`src/rtl/btn_sw_conditioner.sv`:
```
// Synchronises and debounces the lab pushbutton and slide switches, producing a clean
// button level with rise/fall pulses, clean switch values and a wrapping press counter.

module sw_debounce #(
    parameter int DB_CYCLES = 1000000
) (
    input  logic ck,
    input  logic rst_n,
    input  logic din,
    output logic dout
);
    localparam int CW = $clog2(DB_CYCLES + 1);
    localparam logic [CW-1:0] CNT_LAST = CW'(DB_CYCLES - 1);

    logic [CW-1:0] cnt_q, cnt_d;
    logic          clean_q, clean_d;

    always_comb begin
        cnt_d   = '0;
        clean_d = clean_q;
        if (din != clean_q) begin
            if (cnt_q == CNT_LAST) begin
                clean_d = ~clean_q;
            end else begin
                cnt_d = cnt_q + 1'b1;
            end
        end
    end

    always_ff @(posedge ck or negedge rst_n) begin
        if (!rst_n) begin
            cnt_q   <= '0;
            clean_q <= 1'b0;
        end else begin
            cnt_q   <= cnt_d;
            clean_q <= clean_d;
        end
    end

    assign dout = clean_q;
endmodule

module btn_sw_conditioner #(
    parameter int DB_CYCLES = 1000000,
    parameter int SW_W      = 3
) (
    input  logic            ck,
    input  logic            rst_n,
    input  logic            btn_raw,
    input  logic [SW_W-1:0] sw_raw,
    output logic            btn_level,
    output logic            btn_rise,
    output logic            btn_fall,
    output logic [SW_W-1:0] sw_clean,
    output logic [7:0]      press_cnt
);
    localparam int CW = $clog2(DB_CYCLES + 1);
    localparam logic [CW-1:0] CNT_LAST = CW'(DB_CYCLES - 1);

    typedef enum logic [1:0] {
        S_LOW       = 2'd0,
        S_RISE_PEND = 2'd1,
        S_HIGH      = 2'd2,
        S_FALL_PEND = 2'd3
    } state_t;

    // Bit 0 carries the button, bits SW_W:1 the switches.
    logic [SW_W:0] sync1_q, sync1_d;
    logic [SW_W:0] sync2_q, sync2_d;

    state_t        state_q, state_d;
    logic [CW-1:0] cnt_q, cnt_d;
    logic          level_q, level_d;
    logic          rise_q, rise_d;
    logic          fall_q, fall_d;
    logic [7:0]    press_q, press_d;
    logic          btn_s;

    assign sync1_d = {sw_raw, btn_raw};
    assign sync2_d = sync1_q;
    assign btn_s   = sync2_q[0];

    always_comb begin
        state_d = state_q;
        cnt_d   = cnt_q;
        level_d = level_q;
        rise_d  = 1'b0;
        fall_d  = 1'b0;
        press_d = press_q + {7'd0, rise_q};
        case (state_q)
            S_LOW: begin
                if (btn_s) begin
                    if (DB_CYCLES == 1) begin
                        state_d = S_HIGH;
                        level_d = 1'b1;
                        rise_d  = 1'b1;
                    end else begin
                        state_d = S_RISE_PEND;
                        cnt_d   = CW'(1);
                    end
                end
            end
            S_RISE_PEND: begin
                if (!btn_s) begin
                    state_d = S_LOW;
                    cnt_d   = '0;
                end else if (cnt_q == CNT_LAST) begin
                    state_d = S_HIGH;
                    cnt_d   = '0;
                    level_d = 1'b1;
                    rise_d  = 1'b1;
                end else begin
                    cnt_d = cnt_q + 1'b1;
                end
            end
            S_HIGH: begin
                if (!btn_s) begin
                    if (DB_CYCLES == 1) begin
                        state_d = S_LOW;
                        level_d = 1'b0;
                        fall_d  = 1'b1;
                    end else begin
                        state_d = S_FALL_PEND;
                        cnt_d   = CW'(1);
                    end
                end
            end
            S_FALL_PEND: begin
                if (btn_s) begin
                    state_d = S_HIGH;
                    cnt_d   = '0;
                end else if (cnt_q == CNT_LAST) begin
                    state_d = S_LOW;
                    cnt_d   = '0;
                    level_d = 1'b0;
                    fall_d  = 1'b1;
                end else begin
                    cnt_d = cnt_q + 1'b1;
                end
            end
            default: begin
                state_d = S_LOW;
                cnt_d   = '0;
            end
        endcase
    end

    always_ff @(posedge ck or negedge rst_n) begin
        if (!rst_n) begin
            sync1_q <= '0;
            sync2_q <= '0;
            state_q <= S_LOW;
            cnt_q   <= '0;
            level_q <= 1'b0;
            rise_q  <= 1'b0;
            fall_q  <= 1'b0;
            press_q <= '0;
        end else begin
            sync1_q <= sync1_d;
            sync2_q <= sync2_d;
            state_q <= state_d;
            cnt_q   <= cnt_d;
            level_q <= level_d;
            rise_q  <= rise_d;
            fall_q  <= fall_d;
            press_q <= press_d;
        end
    end

    genvar i;
    generate
        for (i = 0; i < SW_W; i++) begin : g_sw
            sw_debounce #(.DB_CYCLES(DB_CYCLES)) u_sw (
                .ck   (ck),
                .rst_n(rst_n),
                .din  (sync2_q[i+1]),
                .dout (sw_clean[i])
            );
        end
    endgenerate

    assign btn_level = level_q;
    assign btn_rise  = rise_q;
    assign btn_fall  = fall_q;
    assign press_cnt = press_q;
endmodule

```
`config.mk`:
```
export PLATFORM = sky130hd
export DESIGN_NAME = btn_sw_conditioner
export DESIGN_NICKNAME = d
export VERILOG_FILES = /design/src/rtl/btn_sw_conditioner.sv
export SDC_FILE = /design/constraint.sdc
export NUM_CORES = 1
export LEC_CHECK = 0
export ABC_AREA = 1
export BUFFER_PORTS_ARGS = -buffer_cell sky130_fd_sc_hd__buf_4
export CAP_MARGIN = 0
export CELL_PAD_IN_SITES_DETAIL_PLACEMENT = 0
export CELL_PAD_IN_SITES_GLOBAL_PLACEMENT = 2
export CORE_ASPECT_RATIO = 0.9
export CORE_MARGIN = 8
export CORE_UTILIZATION = 35
export DETAILED_ROUTE_END_ITERATION = 10
export PLACE_DENSITY_LB_ADDON = 0.1
export SLEW_MARGIN = 20
export SYNTH_ARGS = -nofsm -noshare
export SYNTH_HDL_FRONTEND = slang
export SYNTH_HIERARCHICAL = 1
export SYNTH_SLANG_ARGS = --single-unit
```
`constraint.sdc`:
```
create_clock -name ck -period 4 [get_ports ck]
set_clock_uncertainty 0.05 [all_clocks]
set_input_delay 0 -clock ck [delete_from_list [all_inputs] [get_ports ck]]
set_output_delay 0 -clock ck [all_outputs]
set_load 0.02 [all_outputs]
```
==> results_dict.tcl <==
set metrics [dict create \
    status "finished, final reports clean" \
    grt_first_pass_wirelength_mm 22.14 \
    cpPeakStageDelay_ns 0.42 \
    cts_made_buffers 9 \
    rsz0062_at_grt "no" \
    grt_antenna_before_repair 0 \
    gp_congestion 0.8231 \
    core_area_um2 16190 \
    critPathArrivalTime_ns 1.87 \
    place_area_um2 6175 \
    die_h_um 138.0 \
    postCtsSetupRepairBufs 0 \
    r2r_slack_ns 2.32 \
    yosys_warnings 6 \
    crit_required_ns 4.19 \
    syn_area_um2 5786 \
    cp_cell_sequence "ha_1 > nand2_2 > nor2_4 > nand3_2 > nand2_4 > inv_2 > nand3_1 > nand2_1" \
    htree_levels 3 \
    cap_violations 0 \
    post-synth-top-area-cell "dfrtp_1" \
    crit_slowest_cell "dfrtp_1" \
    synthTopCellsByCount "nand2_1 (156), nor2_1 (144), dfrtp_1 (104)" \
    io_pins 20 \
    cts.sinks 104 \
    clock_latency_ns 0.35 \
    port_buffers 19 \
    grt_max_degree 38 \
    initial_core_util_pct 35.75 \
    clk_pin_slew_ns 0.07 \
    rows 44 \
    grt_overflow 0 \
    syn_inst 731 \
    report.final.hold_viol_count 0 \
    critPathLaunchType "flop" \
    p_per_area_nw_per_um2 338.6 \
    grt_util_all_layers_pct 13.14 \
    min_period_ns 1.682 \
    drt_first_pass_iters 4 \
    yosysSeqAreaShare_pct 44.98 \
    nets 777 \
    synth_edf_count 0 \
    r2r_start "cnt_q[0]$_DFFE_PN0P_" \
    synth_seq_cells 104 \
    synthArstFlopShare_pct 100.0 \
    synth_area_leaders "dfrtp_1 (45%), nand2_1 (10%), nor2_1 (9.3%)" \
    area_delta_synth_final_pct 12.65 \
    synth_most_common_cell "nand2_1" \
    report.final.setup_viol 0 \
    dieArea_um2 20910 \
    worst_slew_pin_slew_ns 0.6151 \
    layout-drive-gt1-share_pct 15.86 \
    avgSynthCellArea_um2 7.915 \
    drt-total-wl_mm 12.67 \
    cts-root-buf "clkbuf_16" \
    postRouteAntennaNets 0 \
    r2r_cells 8 \
    clockBufferDepth 2 \
    cts_resized 0 \
    grt_pass1_vias 4640 \
    detail_route.iter0.violations 187 \
    n_antenna_cell 0 \
    drc_errors 0 \
    worstPathMaxFanout 13 \
    slew_headroom_pct 58.95 \
    r2r-end "cnt_q[13]$_DFFE_PN0P_" \
    dp_hpwl_mm 9.365 \
    cts_tree "yes" \
    syn_nets 743 \
    finalCritPeriodShare_pct 42.05 \
    design_area_um2 6518 \
    ir_worst_vdd_uv 204.3 \
    power_leakage_nw 2.820 \
    synth_top_cell_area_share_pct 44.98 \
    fin_setup_tns_ns 0 \
    wl_per_cell_um 12.98 \
    synthFlopType "dfrtp_1" \
    criticalPathCategory "flop to flop" \
    cp-end-kind "flop" \
    max_freq_ghz 0.5946 \
    routed-via-count 4570 \
    synth.distinct_cells 28 \
    die_x_um 151.5 \
    avgViaCountPerCell 4.682 \
    drv_slew 0 \
    fill_cells 1689 \
    hold_class "primary input to asynchronous set/reset pin" \
]
-- sequential cells by signal, indices dropped and copies added (netlist names), named ones only --
signal / count
sync2_q: 4
state_q: 1
btn_fall: 1
press_cnt: 8
g_sw.u_sw/dout: 3
cnt_q: 20
g_sw.u_sw/cnt_q: 60
sync1_q: 4
btn_rise: 1
btn_level: 1
-- report_power, final --
group          switching (mW)  internal [mW]
Sequential             0.0353           1.08
Clock                   0.387          0.486
Combinational           0.158         0.0568
Total                   0.581           1.63
-- layout make-up --
cell class                      count  area [um^2]  share of cell area, %
Clock inverter                      2        12.51                 0.1920
Clock buffer                       13        280.3                  4.300
Timing Repair Buffer               26        207.7                  3.187
Inverter                           75        281.5                  4.319
Multi-Input combinational cell    549         2874                  44.10
Tap cell                          207        259.0                  3.974
Sequential cell                   104         2603                  39.93
-- routing by layer --
metal / vias up / global-route usage (%) / share of wire, %
met3: 12 / 3.328 / 3.0
met4: 0 / 3.371 / 1.2
met1: 2137 / 17.43 / 51
met5: - / 0 / 0
met2: 55 / 21.02 / 45
li1: 2366 / - / -
-- worst max path at each step --
stage | start | end | slack, ns | cells after the start
after global routing | cnt_q[0]$_DFFE_PN0P_ | cnt_q[18]$_DFFE_PN0P_ | 2.14 | 8
after floorplan | cnt_q[0]$_DFFE_PN0P_ | cnt_q[15]$_DFFE_PN0P_ | 2.55 | 9
final | cnt_q[0]$_DFFE_PN0P_ | cnt_q[13]$_DFFE_PN0P_ | 2.32 | 8
after global placement | cnt_q[0]$_DFFE_PN0P_ | cnt_q[14]$_DFFE_PN0P_ | 2.36 | 8
after detailed placement | cnt_q[0]$_DFFE_PN0P_ | cnt_q[7]$_DFFE_PN0P_ | 2.32 | 8
after CTS | cnt_q[0]$_DFFE_PN0P_ | cnt_q[7]$_DFFE_PN0P_ | 2.30 | 8
-- stage by stage --
step	total power [mW]	setup WS, ns	util (%)	std cells	hold WS, ns
CTS	2.259	2.304	40.27	976	0.1111
finish	2.207	2.318	40.27	976	0.09945
detailed placement	1.354	2.317	38.15	956	-0.04388
global route	2.333	2.140	40.27	976	0.1574
global placement	1.353	2.362	38.15	956	-0.04501
floorplan	1.283	2.549	-	731	-0.3456
-- cell usage in the layout (no fill, tap or decap), drive strengths merged --
cell type	instances
o21ai	23
nor3	10
o21bai	2
xnor2	9
buf	21
nand3b	3
or2	3
nor3b	6
xor2	36
dlygate4sd3	5
nand2	178
dfrtp	104
nor2	185
clkinvlp	1
clkbuf	13
ha	6
nand4	15
nor4	1
clkinv	1
nand3	62
o22ai	4
a21oi	6
inv	75
-- cell families after synthesis --
| kind of cell | share of synthesized area [%] |
|---|---|
| and+or+nand+nor | 37.98 |
| DFF | 44.98 |
| buffers and inverters | 5.342 |
| xor gates and xnor gates | 7.202 |
| AOI/OAI and AO/OA | 3.201 |
| adders and majority gates | 1.298 |
-- critical path, delay by kind of cell (launching register included) --
family,cells,cell delay (ns)
fa+ha+maj,1,0.25
buf+inv,1,0.14
flops,1,0.42
simple gates,6,0.71
-- repair_timing --
action,in CTS,in global routing
endpoints found under the hold margin,39,0
hold buffers,5,0
endpoints found under the setup margin,0,0
(Power assumes the default switching activity.)
